## src/rtl/vrc7_audio_post.sv

```systemverilog
// rtl/vrc7_audio_post.sv - VRC7 expansion audio post-processing: DC block, optional LPF, gain ramp, saturation
// Optional stage-3 low-pass is compiled in when VRC7_AUD_LPF_EN is defined.
module vrc7_audio_post #(
    parameter int DCB_SHIFT = 8,
    parameter int LPF_SHIFT = 2,
    parameter int RAMP_STEP = 1
) (
    input  logic               clk,
    input  logic               res_n,
    input  logic        [10:0] smp_in,
    input  logic               smp_stb,
    input  logic               mute,
    output logic signed [15:0] snd,
    output logic               snd_stb,
    output logic        [8:0]  gain_mon
);
    localparam logic [9:0] GAIN_MAX = 10'd256;
    localparam logic [9:0] STEP     = 10'(RAMP_STEP);

    function automatic logic signed [15:0] sat16(input logic signed [25:0] v);
        if (v > 26'sd32767)
            return 16'sh7fff;
        else if (v < -26'sd32768)
            return 16'sh8000;
        else
            return v[15:0];
    endfunction

    logic signed [16:0] x_prev_q;
    logic signed [17:0] d1_q;
    logic               v1_q, mute1_q;
    logic signed [19:0] y_q;
    logic               v2_q, mute2_q;
    logic signed [15:0] snd_q;
    logic               snd_stb_q;
    logic        [8:0]  gain_q, gain_d;

    logic signed [16:0] x_d;
    logic signed [17:0] d_d;
    logic signed [19:0] d_ext, y_leak, y_d;
    logic signed [25:0] y_ext, val_ext, gain_ext, p, p_sh;
    logic signed [15:0] y_sat, stage_val;

    // Recentring the unsigned sample around 1024 is just an MSB flip.
    assign x_d = {~smp_in[10], ~smp_in[10], smp_in[9:0], 5'b0};
    assign d_d = {x_d[16], x_d} - {x_prev_q[16], x_prev_q};

    assign d_ext  = {{2{d1_q[17]}}, d1_q};
    assign y_leak = y_q >>> DCB_SHIFT;
    assign y_d    = y_q + d_ext - y_leak;

    assign y_ext = {{6{y_q[19]}}, y_q};
    assign y_sat = sat16(y_ext);

`ifdef VRC7_AUD_LPF_EN
    logic signed [15:0] z_q, z_d;
    logic signed [16:0] lpf_diff, lpf_step;

    always_comb begin
        lpf_diff = {y_sat[15], y_sat} - {z_q[15], z_q};
        lpf_step = lpf_diff >>> LPF_SHIFT;
        z_d      = 16'({z_q[15], z_q} + lpf_step);
    end

    always_ff @(posedge clk or negedge res_n) begin
        if (!res_n)
            z_q <= '0;
        else if (v2_q)
            z_q <= z_d;
    end

    assign stage_val = z_d;
`else
    assign stage_val = y_sat;
`endif

    // The product uses the gain held before this sample's ramp step.
    assign val_ext  = {{10{stage_val[15]}}, stage_val};
    assign gain_ext = {17'b0, gain_q};
    assign p        = val_ext * gain_ext;
    assign p_sh     = p >>> 8;

    always_comb begin
        gain_d = gain_q;
        if (mute2_q)
            gain_d = ({1'b0, gain_q} > STEP) ? 9'({1'b0, gain_q} - STEP) : 9'd0;
        else
            gain_d = (({1'b0, gain_q} + STEP) >= GAIN_MAX) ? 9'd256 : 9'({1'b0, gain_q} + STEP);
    end

    always_ff @(posedge clk or negedge res_n) begin
        if (!res_n) begin
            x_prev_q  <= '0;
            d1_q      <= '0;
            v1_q      <= 1'b0;
            mute1_q   <= 1'b0;
            y_q       <= '0;
            v2_q      <= 1'b0;
            mute2_q   <= 1'b0;
            snd_q     <= '0;
            snd_stb_q <= 1'b0;
            gain_q    <= '0;
        end else begin
            v1_q      <= smp_stb;
            v2_q      <= v1_q;
            snd_stb_q <= v2_q;
            if (smp_stb) begin
                x_prev_q <= x_d;
                d1_q     <= d_d;
                mute1_q  <= mute;
            end
            if (v1_q) begin
                y_q     <= y_d;
                mute2_q <= mute1_q;
            end
            if (v2_q) begin
                snd_q  <= sat16(p_sh);
                gain_q <= gain_d;
            end
        end
    end

    assign snd      = snd_q;
    assign snd_stb  = snd_stb_q;
    assign gain_mon = gain_q;
endmodule

```

## config.mk

```make
export PLATFORM = sky130hd
export DESIGN_NAME = vrc7_audio_post
export DESIGN_NICKNAME = d
export VERILOG_FILES = /design/src/rtl/vrc7_audio_post.sv
export SDC_FILE = /design/constraint.sdc
export NUM_CORES = 1
export LEC_CHECK = 0
export ABC_CLOCK_PERIOD_IN_PS = 5800
export BUFFER_PORTS_ARGS = -buffer_cell sky130_fd_sc_hd__buf_2
export CORE_MARGIN = 2
export CORE_UTILIZATION = 34
export CTS_BUF_LIST = sky130_fd_sc_hd__clkbuf_8
export CTS_CLUSTER_DIAMETER = 100
export DETAILED_ROUTE_END_ITERATION = 10
export PLACE_DENSITY = 0.58
export SYNTH_ARGS = -nofsm -noshare
export SYNTH_HDL_FRONTEND = slang
export SYNTH_SLANG_ARGS = --single-unit
```

## constraint.sdc

```tcl
create_clock -name clk -period 5.8 [get_ports clk]
set_input_delay 0.87 -clock clk [delete_from_list [all_inputs] [get_ports clk]]
set_output_delay 0.87 -clock clk [all_outputs]
set_load 0.005 [all_outputs]
```

Word-level counts from Yosys, hierarchy flattened
Cells that the tools add are included.
{ "classes": {"bitwise": 1, "mux": 7, "order_cmp": 6, "mul": 1, "n_addsub": 5} }
{ "ops": {"columns": ["operator", "count"], "rows": [
  ["two-way mux 16 bit", 4],
  ["two-way mux 9 bit", 3],
  ["multiplier 16 x 10 -> 26 bit", 1],
  ["adder 20 x 17 -> 20 bit", 1],
  ["> comparator 20 x 16 -> 1 bit, second input constant", 1],
  ["less-than comparator 20 x 16 -> 1 bit, second input constant", 1],
  ["subtractor 20 x 12 -> 20 bit", 1],
  ["> comparator 18 x 16 -> 1 bit, second input constant", 1],
  ["less-than comparator 18 x 16 -> 1 bit, second input constant", 1],
  ["subtractor 16 x 16 -> 17 bit", 1],
  ["adder 9 x 1 -> 10 bit, second input constant", 1],
  [">= comparator 10 x 9 -> 1 bit, second input constant", 1],
  ["> comparator 9 x 1 -> 1 bit, second input constant", 1],
  ["subtractor 9 x 1 -> 9 bit, second input constant", 1],
  ["NOT 1 bit", 1]
]} }
{ "word_totals": {"wordCells": 30, "output_inout_bits": 26, "register_bits": 78} }

Longest topological paths before layout
Gate-level depths: netlist of the first run.
{ "logic_depth": {"word_depth": 7, "ltp_mapped": 26} }

Least setup slack after synthesis of the first run
No wires, ideal clock.
{ "synth_path": {"path_kind": "register to register", "from": "reg y_q[19]", "to": "reg snd_q[2] (netlist: snd[2])", "synth_period_minus_slack_ns": 6.301, "path_stages_with_launch": 24, "setup_slack_ns": -0.501, "arrival_ns": 6.151, "n_path_buf": 3, "path_cell_list": "dfrtp_1 clkbuf_2 nor2_1 clkbuf_1 o21a_1 nand2_1 fa_1 inv_1 fa_1 fa_1 fa_1 inv_1 fa_1 inv_1 ha_1 a21oi_1 o21ai_0 a221o_1 a31o_1 a21oi_4 mux2i_1 a221o_1 buf_6 a31oi_2"} }
{ "synth_between": {"elab_chain_len": 7, "elab_cells_between_ends": 9, "classes_between": "mul: 1; order compare: 4; mux: 4"} }
{ "synth_lines": {"columns": ["element", "line_no", "text"], "rows": [
  ["start, declared", "32", "logic signed [19:0] y_q;"],
  ["start signal, assigned", "113", "y_q <= y_d;"],
  ["less-than comparator 20 x 16 -> 1 bit", "23", "else if (v < -26'sd32768)"],
  ["two-way mux 16 bit", "23", null],
  ["two-way mux 16 bit *", "21", "if (v > 26'sd32767)"],
  ["multiplier 16 x 10 -> 26 bit *", "80", "assign p = val_ext * gain_ext;"],
  ["less-than comparator 18 x 16 -> 1 bit", "23", null],
  ["two-way mux 16 bit", "23", null],
  ["two-way mux 16 bit *", "21", null],
  ["end signal, assigned", "117", "snd_q <= sat16(p_sh);"],
  ["end, declared", "34", "logic signed [15:0] snd_q;"]
]} }
Every way passes the cells marked *; elsewhere a longest branch is shown, timed or not.
A chain may end at the register's enable or synchronous reset.

Worst setup path in the final report of the first run
{ "layout_path": {"from": "reg y_q[18]", "to": "reg snd_q[0] (netlist: snd[0])"} }
Same word-level chain as after synthesis.

==> qor.txt, run 1 <==
FMAX: 164 MHz
core footprint: 0.0306 sq mm
Synth Cell Area: 0.0105 sq mm
main flop type after synthesis: dfrtp_1
CP dominant cell by count: fa_1
first drt pass iteration count: 5
RSZ-0062 raised after global routing: true
failing checks: negative setup slack
pre-CTS setup slack: -0.380 ns
HP Class: reg2reg
Max Cap Viol: 0
# IOs: 41
TritonCTS clock tree: yes
clk sinks: 73
die area: 0.0324 sq mm
commonest non-fill, non-tap cell in the layout: inv_1
initial drt markers: 479
worst-path maximum fanout: 11
most frequent cells in the layout: 244 x inv_1, 137 x nand2_1, 125 x fa_1, 117 x buf_4, 75 x ha_1
Die Y: 180 um
Critical Path, Cell by Cell: nor4_4 > buf_4 > nor2_4 > buf_6 > o21a_4 > nand2_1 > fa_1 > inv_1 > fa_1 > fa_1 > fa_1 > inv_1 > fa_1 > inv_2 > ha_4 > nand4_1 > nor2_2 > a221o_1 > a31o_4 > a211o_4 > nand3_1 > buf_4 > o21ai_0 > a31oi_2
DRT Wirelength: 26100 um
Pins Over Slew Limit: 0
filler instances: 3094
fin crit period: 6.11 ns
synth unique cells: 71
Yosys top cell by area: fa_1
CP Capture Type: register
family with the most delay on the worst path: adder cells
total CTS buffers: 9
post-route clock skew: 0.0155 ns
RD Place Congestion: 0.879
antenna cells: 0
top cells by area, synth: fa_1 26%, dfrtp_1 17%, ha_1 11%, inv_1 9.2%, nand2_1 5.5%
max_slew headroom: 0.368
DR vias: 8472
Via density: 4.81
post-synthesis area per instance: 8.61 sq um
total grt overflow: 0
status: finished, violations left
CTS clk-pin slew, worst paths: 0.08 ns
Async S/R FF share, synth: 1.00
Setup WS post-layout: -0.314 ns
Cells after Synth: 1224
Worst EP required: 6.08 ns
Worst Max-Slew Pin Slew: 0.948 ns
setup violators final: 16
CP Class: reg2reg
register area share after synthesis: 0.173
CP Launch Type: register
area grow syn2layout: 22.6%
post-route ant nets: 0
number of global-route vias before repair: 8688
Syn. warnings: 0
first-pass GRT wire length: 44500 um
clk_lat worst skew: 0.37 ns
Tcrit/Tclk final: 1.05
Max clock buf depth: 2
share of layout cells above drive strength 1: 0.242
htree depth: 3
# DRC: 0
number of synthesized flops with an enable pin: 0
initial core utilization: 0.345
crit-path max cell delay: 0.54 ns
Final Hold Vio Count: 0
overall routing resource usage: 0.166
Root Driver: clkbuf_8
Routed WL per cell: 14.8 um
# nets final: 1604
Crit-path slowest cell: fa_1
Post-Synthesis Net Count: 1469
Yosys top cell area share: 0.260
Crit path arrival time: 6.40 ns
Die Wd: 180 um
row cnt: 64
CP bufs+invs: 6
I/O Buffers: 40
hpwl dp: 20700 um
largest net degree at the start of global routing: 74
FF+latch count, synth: 73
initial antenna violation count: 0
[cells by family (layout without fill, tap and decap cells)]
group	after synthesis	in the layout	share of synthesized area
fa+ha+maj	230	230	0.371
simple gates	360	361	0.166
mux	15	15	0.0151
buf+inv	302	438	0.109
compound gates	210	213	0.136
xor+xnor	34	34	0.0296
flops	73	73	0.173
[sequential cells by signal, indices dropped and copies added, names as in the netlist]
signal    flops
snd_stb       1
d1_q         12
y_q          20
mute1_q       1
gain_mon      9
v2_q          1
snd          16
x_prev_q     11
v1_q          1
mute2_q       1
[Yosys cell counts, types with 7 or more instances]
cell / count
o221ai_1: 8
and3_1: 8
ha_1: 93
fa_1: 137
mux2i_1: 8
o21ai_0: 55
xnor2_1: 25
and2_1: 67
a31oi_1: 13
nor2_1: 48
a21o_1: 11
o21a_1: 15
nand2_1: 155
xor2_1: 8
inv_1: 258
mux2_2: 7
nor2b_1: 7
nor3_1: 14
nand3_1: 20
a31oi_2: 7
clkbuf_1: 36
dfrtp_1: 73
a21oi_1: 40
o31ai_1: 10
[per-layer routing]
layer	GRT usage	wire [um]	vias to the layer above
met5	0	0	-
met4	0.0390	469	0
met3	0.0245	1090	28
met2	0.266	12200	181
met1	0.238	12300	4072
li1	-	-	4191
[metrics by stage]
stage	setup TNS, ns	util	hold WS [ns]	instance area, sq um	instances
2_1_floorplan	-0.546	-	0.352	10900	1224
3_3_place_gp	-4.30	0.400	0.471	12200	1724
3_5_place_dp	-5.35	0.400	0.472	12200	1724
4_1_cts	-3.16	0.414	0.496	12700	1749
5_1_grt	-7.82	0.422	0.520	12900	1760
6_report	-4.31	0.422	0.493	12900	1760
[cell type report]
cell class / count / area [sq um] / share of cell area
multi-input combinational: 853 / 8220 / 0.636
clock buffer: 9 / 124 / 0.00959
sequential: 73 / 1830 / 0.142
tap: 396 / 495 / 0.0383
inverter: 259 / 972 / 0.0752
clock inverter: 7 / 87.6 / 0.00678
timing repair buffer: 163 / 1190 / 0.0919
[path summary, 6_finish.rpt]
kind | startpoint | to | slack [ns] | cells past startpoint
hold reg to reg | d1_q[13] | d1_q[13] | 0.49 | 2
setup / recovery | y_q[18] | snd[0] | -0.31 | 24
min in group asynchronous | res_n | x_prev_q[9] | 0.64 | 1
max in group asynchronous | res_n | y_q[19] | 4.49 | 1
setup reg to reg | y_q[18] | snd[0] | -0.31 | 24
hold / removal | d1_q[13] | d1_q[13] | 0.49 | 2
[worst reg2reg max path: cells and delay by family (launching register included)]
| family | cells | cell delay, ns |
|---|---|---|
| AO/OA/AOI/OAI | 6 | 1.44 |
| flip-flops | 1 | 0.42 |
| adder cells (fa/ha/maj) | 6 | 2.80 |
| AND/OR/NAND/NOR | 6 | 0.71 |
| buffers and inverters | 6 | 0.67 |
[repair_timing]
item | CTS | global route
hold buffers | 0 | 0
cloned | 2 | 2
pin swaps | 16 | 43
setup buffers | 7 | 9
resized for setup | 30 | 53
setup endpoints to repair | 16 | 16
Power of run 1 is left out: the tool's default activity adds up to more than one toggle a clock period on the data nets, which glitch-free logic cannot reach.
==> inputs of run 2 (changes only) <==
ABC_CLOCK_PERIOD_IN_PS = not set   (was 5800)
CORE_UTILIZATION = 35   (was 34)
PLACE_DENSITY = 0.59   (was 0.58)
==> run 2 against run 1 <==
Effect of this change: the flow still finishes with violations (negative setup slack); critical path depth unchanged; routed wire length about the same; non-clock buffer count down 4; global-route usage up 1.0 points; utilization up 1.5 points; register-to-register slack better by 0.05 ns; cell count down 0.57%; clock skew down 0.0024 ns; largest cell class unchanged.
==> qor.txt, run 2 (same netlist as run 1, synthesis figures left out) <==
status: finished, violations left
failing checks: negative setup slack
area grow syn2layout: 22.9%
Final Hold Vio Count: 0 (unchanged)
largest net degree at the start of global routing: 74 (unchanged)
most frequent cells in the layout: 246 x inv_1, 141 x nand2_1, 126 x fa_1, 105 x buf_4, 75 x ha_1
Tcrit/Tclk final: 1.04 (-0.00925)
total CTS buffers: 9 (unchanged)
# nets final: 1600 (-0.25%)
start of the worst register-to-register path: y_q[16]
commonest non-fill, non-tap cell in the layout: inv_1
initial antenna violation count: 0 (unchanged)
row cnt: 63 (-1.6%)
final setup TNS: -3.34 ns (+0.963 ns)
post-route clock skew: 0.0131 ns (-0.00240 ns)
CP Class: reg2reg
Die Wd: 178 um (-1.4%)
core footprint: 0.0296 sq mm (-3.1%)
RSZ-0062 raised after global routing: true
Max clock buf depth: 2 (unchanged)
Crit path arrival time: 6.34 ns (-0.06 ns)
Die Y: 178 um (-1.4%)
Pins Over Slew Limit: 0 (unchanged)
Worst Hold Depth: 2 (unchanged)
CP bufs+invs: 6 (unchanged)
Worst Max-Slew Pin Slew: 0.976 ns (+0.0281 ns)
Worst R2R Setup Slack: -0.26 ns (+0.05 ns)
antenna cells: 0 (unchanged)
Setup WS post-layout: -0.260 ns (+0.0536 ns)
Root Driver: clkbuf_8
# IOs: 41 (unchanged)
worst-path maximum fanout: 15 (+4)
Worst EP required: 6.08 ns (about the same)
CP Capture Type: register
DRT Wirelength: 26100 um (about the same)
clk sinks: 73 (unchanged)
Critical Path, Cell by Cell: nor4_4 > buf_4 > nor2_4 > buf_6 > o21a_4 > nand2_2 > fa_1 > inv_2 > fa_1 > fa_1 > fa_1 > inv_2 > fa_1 > inv_2 > ha_4 > a21oi_2 > o21ai_1 > a221o_1 > a31o_4 > a21oi_4 > mux2i_1 > a221o_1 > buf_12 > o221ai_1
htree depth: 3 (unchanged)
Crit-path slowest cell: fa_1
TritonCTS clock tree: yes
pre-CTS setup slack: -0.392 ns (-0.0119 ns)
CP Launch Type: register
capturing point of the worst reg2reg path: snd[9]
FMAX: 165 MHz (+0.89%)
first drt pass iteration count: 5 (unchanged)
max FFs per register: 20 (unchanged)
initial drt markers: 474 (-1.0%)
setup violators final: 15 (-1)
RD Place Congestion: 0.835 (-5.0%)
DR vias: 8593 (+1.4%)
clk_lat worst skew: 0.37 ns (about the same)
CTS clk-pin slew, worst paths: 0.08 ns (about the same)
hold buffers post-CTS: 0 (unchanged)
Routed WL per cell: 14.9 um (+0.65%)
max_slew headroom: 0.349 (-0.0188)
worst r2r path cells: 24 (unchanged)
Reg with most FFs: y_q
die area: 0.0315 sq mm (-2.8%)
Max Cap Viol: 0 (unchanged)
crit-path max cell delay: 0.56 ns (+0.02 ns)
initial core utilization: 0.356 (+0.0111)
overall routing resource usage: 0.177 (+0.0102)
HP Class: reg2reg
fin crit period: 6.06 ns (-0.0536 ns)
total grt overflow: 0 (unchanged)
# DRC: 0 (unchanged)
Hold Startpoint: d1_q[13]
hpwl dp: 20500 um (-0.80%)
Via density: 4.91 (+2.0%)
share of layout cells above drive strength 1: 0.235 (-0.00664)
number of global-route vias before repair: 8820 (+1.5%)
CP dominant cell by count: fa_1
post-route ant nets: 0 (unchanged)
I/O Buffers: 40 (unchanged)
family with the most delay on the worst path: adder cells
hold endpoint: d1_q[13]
first-pass GRT wire length: 44600 um (about the same)
CP Launch Point: y_q[16]
==> run 2: stage by stage <==
stage,utilization,cell area [sq um],hold WS [ns],std cells
final,0.437,13000,0.490,1750
after global routing,0.437,13000,0.524,1750
after CTS,0.429,12700,0.492,1743
after detailed placement,0.412,12200,0.472,1713
after global placement,0.412,12200,0.469,1713
after floorplan,-,10900,0.352,1224
==> run 2: layout make-up <==
cell class / count / area [sq um]
timing repair buffer: 159 / 1200
multi-input combinational: 853 / 8250
inverter: 259 / 972
clock inverter: 5 / 55.1
tap: 390 / 488
sequential: 73 / 1830
clock buffer: 11 / 151
fill: 2976 / 16700
==> run 2: worst reg2reg max path, delay by kind of cell, from the launching register on <==
| kind | cells | cell delay [ns] |
|---|---|---|
| AO/OA/AOI/OAI | 8 | 1.57 |
| adder cells (fa/ha/maj) | 6 | 2.82 |
| buffers and inverters | 6 | 0.66 |
| flip-flops | 1 | 0.42 |
| multiplexers | 1 | 0.08 |
| AND/OR/NAND/NOR | 3 | 0.41 |
==> run 2: routing by layer <==
metal / GRT usage / vias to the layer above / wire length [um]
met1: 0.249 / 4180 / 12500
met3: 0.0229 / 39 / 939
li1: - / 4182 / -
met4: 0.0512 / 0 / 514
met5: 0 / - / 0
met2: 0.284 / 192 / 12200
==> run 2: worst max path at each step <==
stage / cells past startpoint / endpoint / slack (ns)
4_1_cts: 23 / snd[10] / -0.22
3_5_place_dp: 22 / snd[9] / -0.39
6_report: 24 / snd[9] / -0.26
2_1_floorplan: 23 / snd[2] / -0.06
3_3_place_gp: 21 / snd[14] / -0.36
5_1_grt: 25 / snd[9] / -0.47
==> run 2: what timing repair did <==
item,in CTS,in global routing
pin swaps,24,25
cloned,3,1
gates resized for setup,42,44
buffers inserted,12,6
setup endpoints to repair,16,16
Power of run 2 is left out for the same reason.
==> inputs of run 3 (changes only) <==
CORE_UTILIZATION = 50   (was 35)
PLACE_DENSITY = 0.76   (was 0.59)
==> run 3 against run 2 <==
Effect of this change: the run still ends with negative setup slack left; fmax is 2.5% lower; worst hold slack better by 0.0019 ns; die area is 29% lower; cell count is 6.7% lower; final area is 2.7% lower; routed wire length is 2.5% lower; register-to-register slack worse by 0.15 ns; global-route usage is 6.6 points higher; setup slack worse by 0.15 ns; critical path depth stayed put; sequential share of layout area is 0.39 points higher; critical path type unchanged; largest cell class unchanged; highest routed layer unchanged.
==> qor.txt, run 3 (same netlist as run 1, synthesis figures left out) <==
status: finished, violations left
failing checks: negative setup slack
area grow syn2layout: 19.6%
total grt overflow: 0 (unchanged)
cell area after placement: 0.0120 sq mm (-1.3%)
initial drt markers: 538 (+14%)
Root Driver: clkbuf_8
FMAX: 161 MHz (-2.5%)
crit-path max cell delay: 0.55 ns (about the same)
CP Capture Type: register
# nets final: 1597 (-0.19%)
# IOs: 41 (unchanged)
initial antenna violation count: 0 (unchanged)
Worst EP required: 6.10 ns (+0.02 ns)
hold buffers post-CTS: 0 (unchanged)
hpwl dp: 19800 um (-3.3%)
largest net degree at the start of global routing: 74 (unchanged)
Worst Max-Slew Pin Slew: 0.952 ns (-0.0245 ns)
Via density: 5.32 (+8.4%)
RSZ-0062 raised after global routing: true
Tcrit/Tclk final: 1.07 (+0.0264)
max FFs per register: 20 (unchanged)
clk_lat worst skew: 0.38 ns (about the same)
Die Wd: 149 um (-16%)
overall routing resource usage: 0.242 (+0.0658)
htree depth: 3 (unchanged)
Crit path arrival time: 6.51 ns (+0.17 ns)
RD Place Congestion: 0.933 (+12%)
Max clock buf depth: 2 (unchanged)
Setup WS post-layout: -0.413 ns (-0.153 ns)
first-pass GRT wire length: 43700 um (-1.9%)
I/O Buffers: 40 (unchanged)
die area: 0.0223 sq mm (-29%)
CP Launch Type: register
initial core utilization: 0.506 (+0.151)
post-route ant nets: 0 (unchanged)
max_slew headroom: 0.365 (+0.0164)
post-route design area: 0.0126 sq mm (-2.7%)
Hold Startpoint: d1_q[12]
antenna cells: 0 (unchanged)
worst-path maximum fanout: 7 (-8)
share of layout cells above drive strength 1: 0.223 (-0.0127)
Max Cap Viol: 0 (unchanged)
pre-CTS setup slack: -0.422 ns (-0.0304 ns)
CTS clk-pin slew, worst paths: 0.09 ns (about the same)
TritonCTS clock tree: yes
total CTS buffers: 9 (unchanged)
Hold WS: 0.492 ns (+0.00192 ns)
CP Launch Point: y_q[18]
most frequent cells in the layout: 246 x inv_1, 141 x nand2_1, 130 x fa_1, 106 x buf_4, 78 x ha_1
Die Y: 149 um (-16%)
start of the worst register-to-register path: y_q[18]
Crit-path slowest cell: fa_1
DR vias: 8683 (+1.0%)
row cnt: 53 (-16%)
HP Class: reg2reg
setup violators final: 16 (+1)
post-route clock skew: 0.0120 ns (-0.00104 ns)
Worst R2R Setup Slack: -0.41 ns (-0.15 ns)
number of global-route vias before repair: 8889 (+0.78%)
Critical Path, Cell by Cell: nor4_4 > nor2_4 > buf_6 > o21a_4 > buf_4 > and2_4 > fa_2 > fa_1 > fa_2 > fa_1 > inv_1 > fa_1 > inv_2 > ha_4 > nand4_1 > nor2_2 > a221o_1 > a31o_1 > buf_6 > a211o_1 > buf_6 > a311oi_2 > mux2i_1 > o211ai_2
# DRC: 0 (unchanged)
fin util: 0.606 (+0.169)
clk sinks: 73 (unchanged)
Pins Over Slew Limit: 0 (unchanged)
fin crit period: 6.21 ns (+0.153 ns)
Routed WL per cell: 15.6 um (+4.5%)
Final Hold Vio Count: 0 (unchanged)
Reg with most FFs: y_q
core footprint: 0.0208 sq mm (-30%)
CP Class: reg2reg
DRT Wirelength: 25500 um (-2.5%)
commonest non-fill, non-tap cell in the layout: inv_1
first drt pass iteration count: 7 (+2)
filler instances: 1752 (-41%)
==> run 3: changes by cell type in the layout (fill, tap and decap cells not counted), sizes merged <==
cell,delta
nor2,-1
buf,-2
==> run 3: critical path, delay by kind of cell, from the launching register on <==
family                   cells  cell delay [ns]
AO/OA/AOI/OAI                6             1.37
adder cells (fa/ha/maj)      6             2.63
buffers and inverters        6             0.68
flip-flops                   1             0.43
multiplexers                 1             0.15
AND/OR/NAND/NOR              5             0.86
==> run 3: path summary, 6_finish.rpt <==
kind / end / depth (start not counted)
max: snd[13] / 24
min: d1_q[12] / 2
max reg2reg: snd[13] / 24
min reg2reg: d1_q[12] / 2
max in group asynchronous: y_q[19] / 1
min in group asynchronous: x_prev_q[7] / 1
==> run 3: cell type report <==
| cell class | count | area [sq um] | area share |
|---|---|---|---|
| tap | 275 | 344 | 0.0273 |
| timing repair buffer | 157 | 1170 | 0.0927 |
| multi-input combinational | 852 | 8090 | 0.641 |
| sequential | 73 | 1830 | 0.145 |
| clock inverter | 5 | 55.1 | 0.00437 |
| clock buffer | 11 | 151 | 0.0120 |
| inverter | 259 | 972 | 0.0771 |
==> run 3: metal layers <==
layer  global-route usage  up-vias  share of wire
met5                    0        -              0
met4               0.0700        0          0.018
met3               0.0229       31          0.040
met2                0.390      216           0.48
met1                0.351     4258           0.47
li1                     -     4178              -
==> run 3: timing repair <==
action | in CTS | in global routing
buffers inserted | 6 | 6
pin swaps | 35 | 22
setup endpoints to repair | 16 | 16
resized for setup | 40 | 19
gates cloned | 2 | 3
==> run 3: per-stage QoR <==
stage	TNS, ns	cells
final	-5.94	1632
after global routing	-8.75	1632
after CTS	-4.55	1623
after detailed placement	-6.06	1599
after global placement	-3.69	1599
after floorplan	-0.546	1224
Power of run 3 is left out for the same reason.
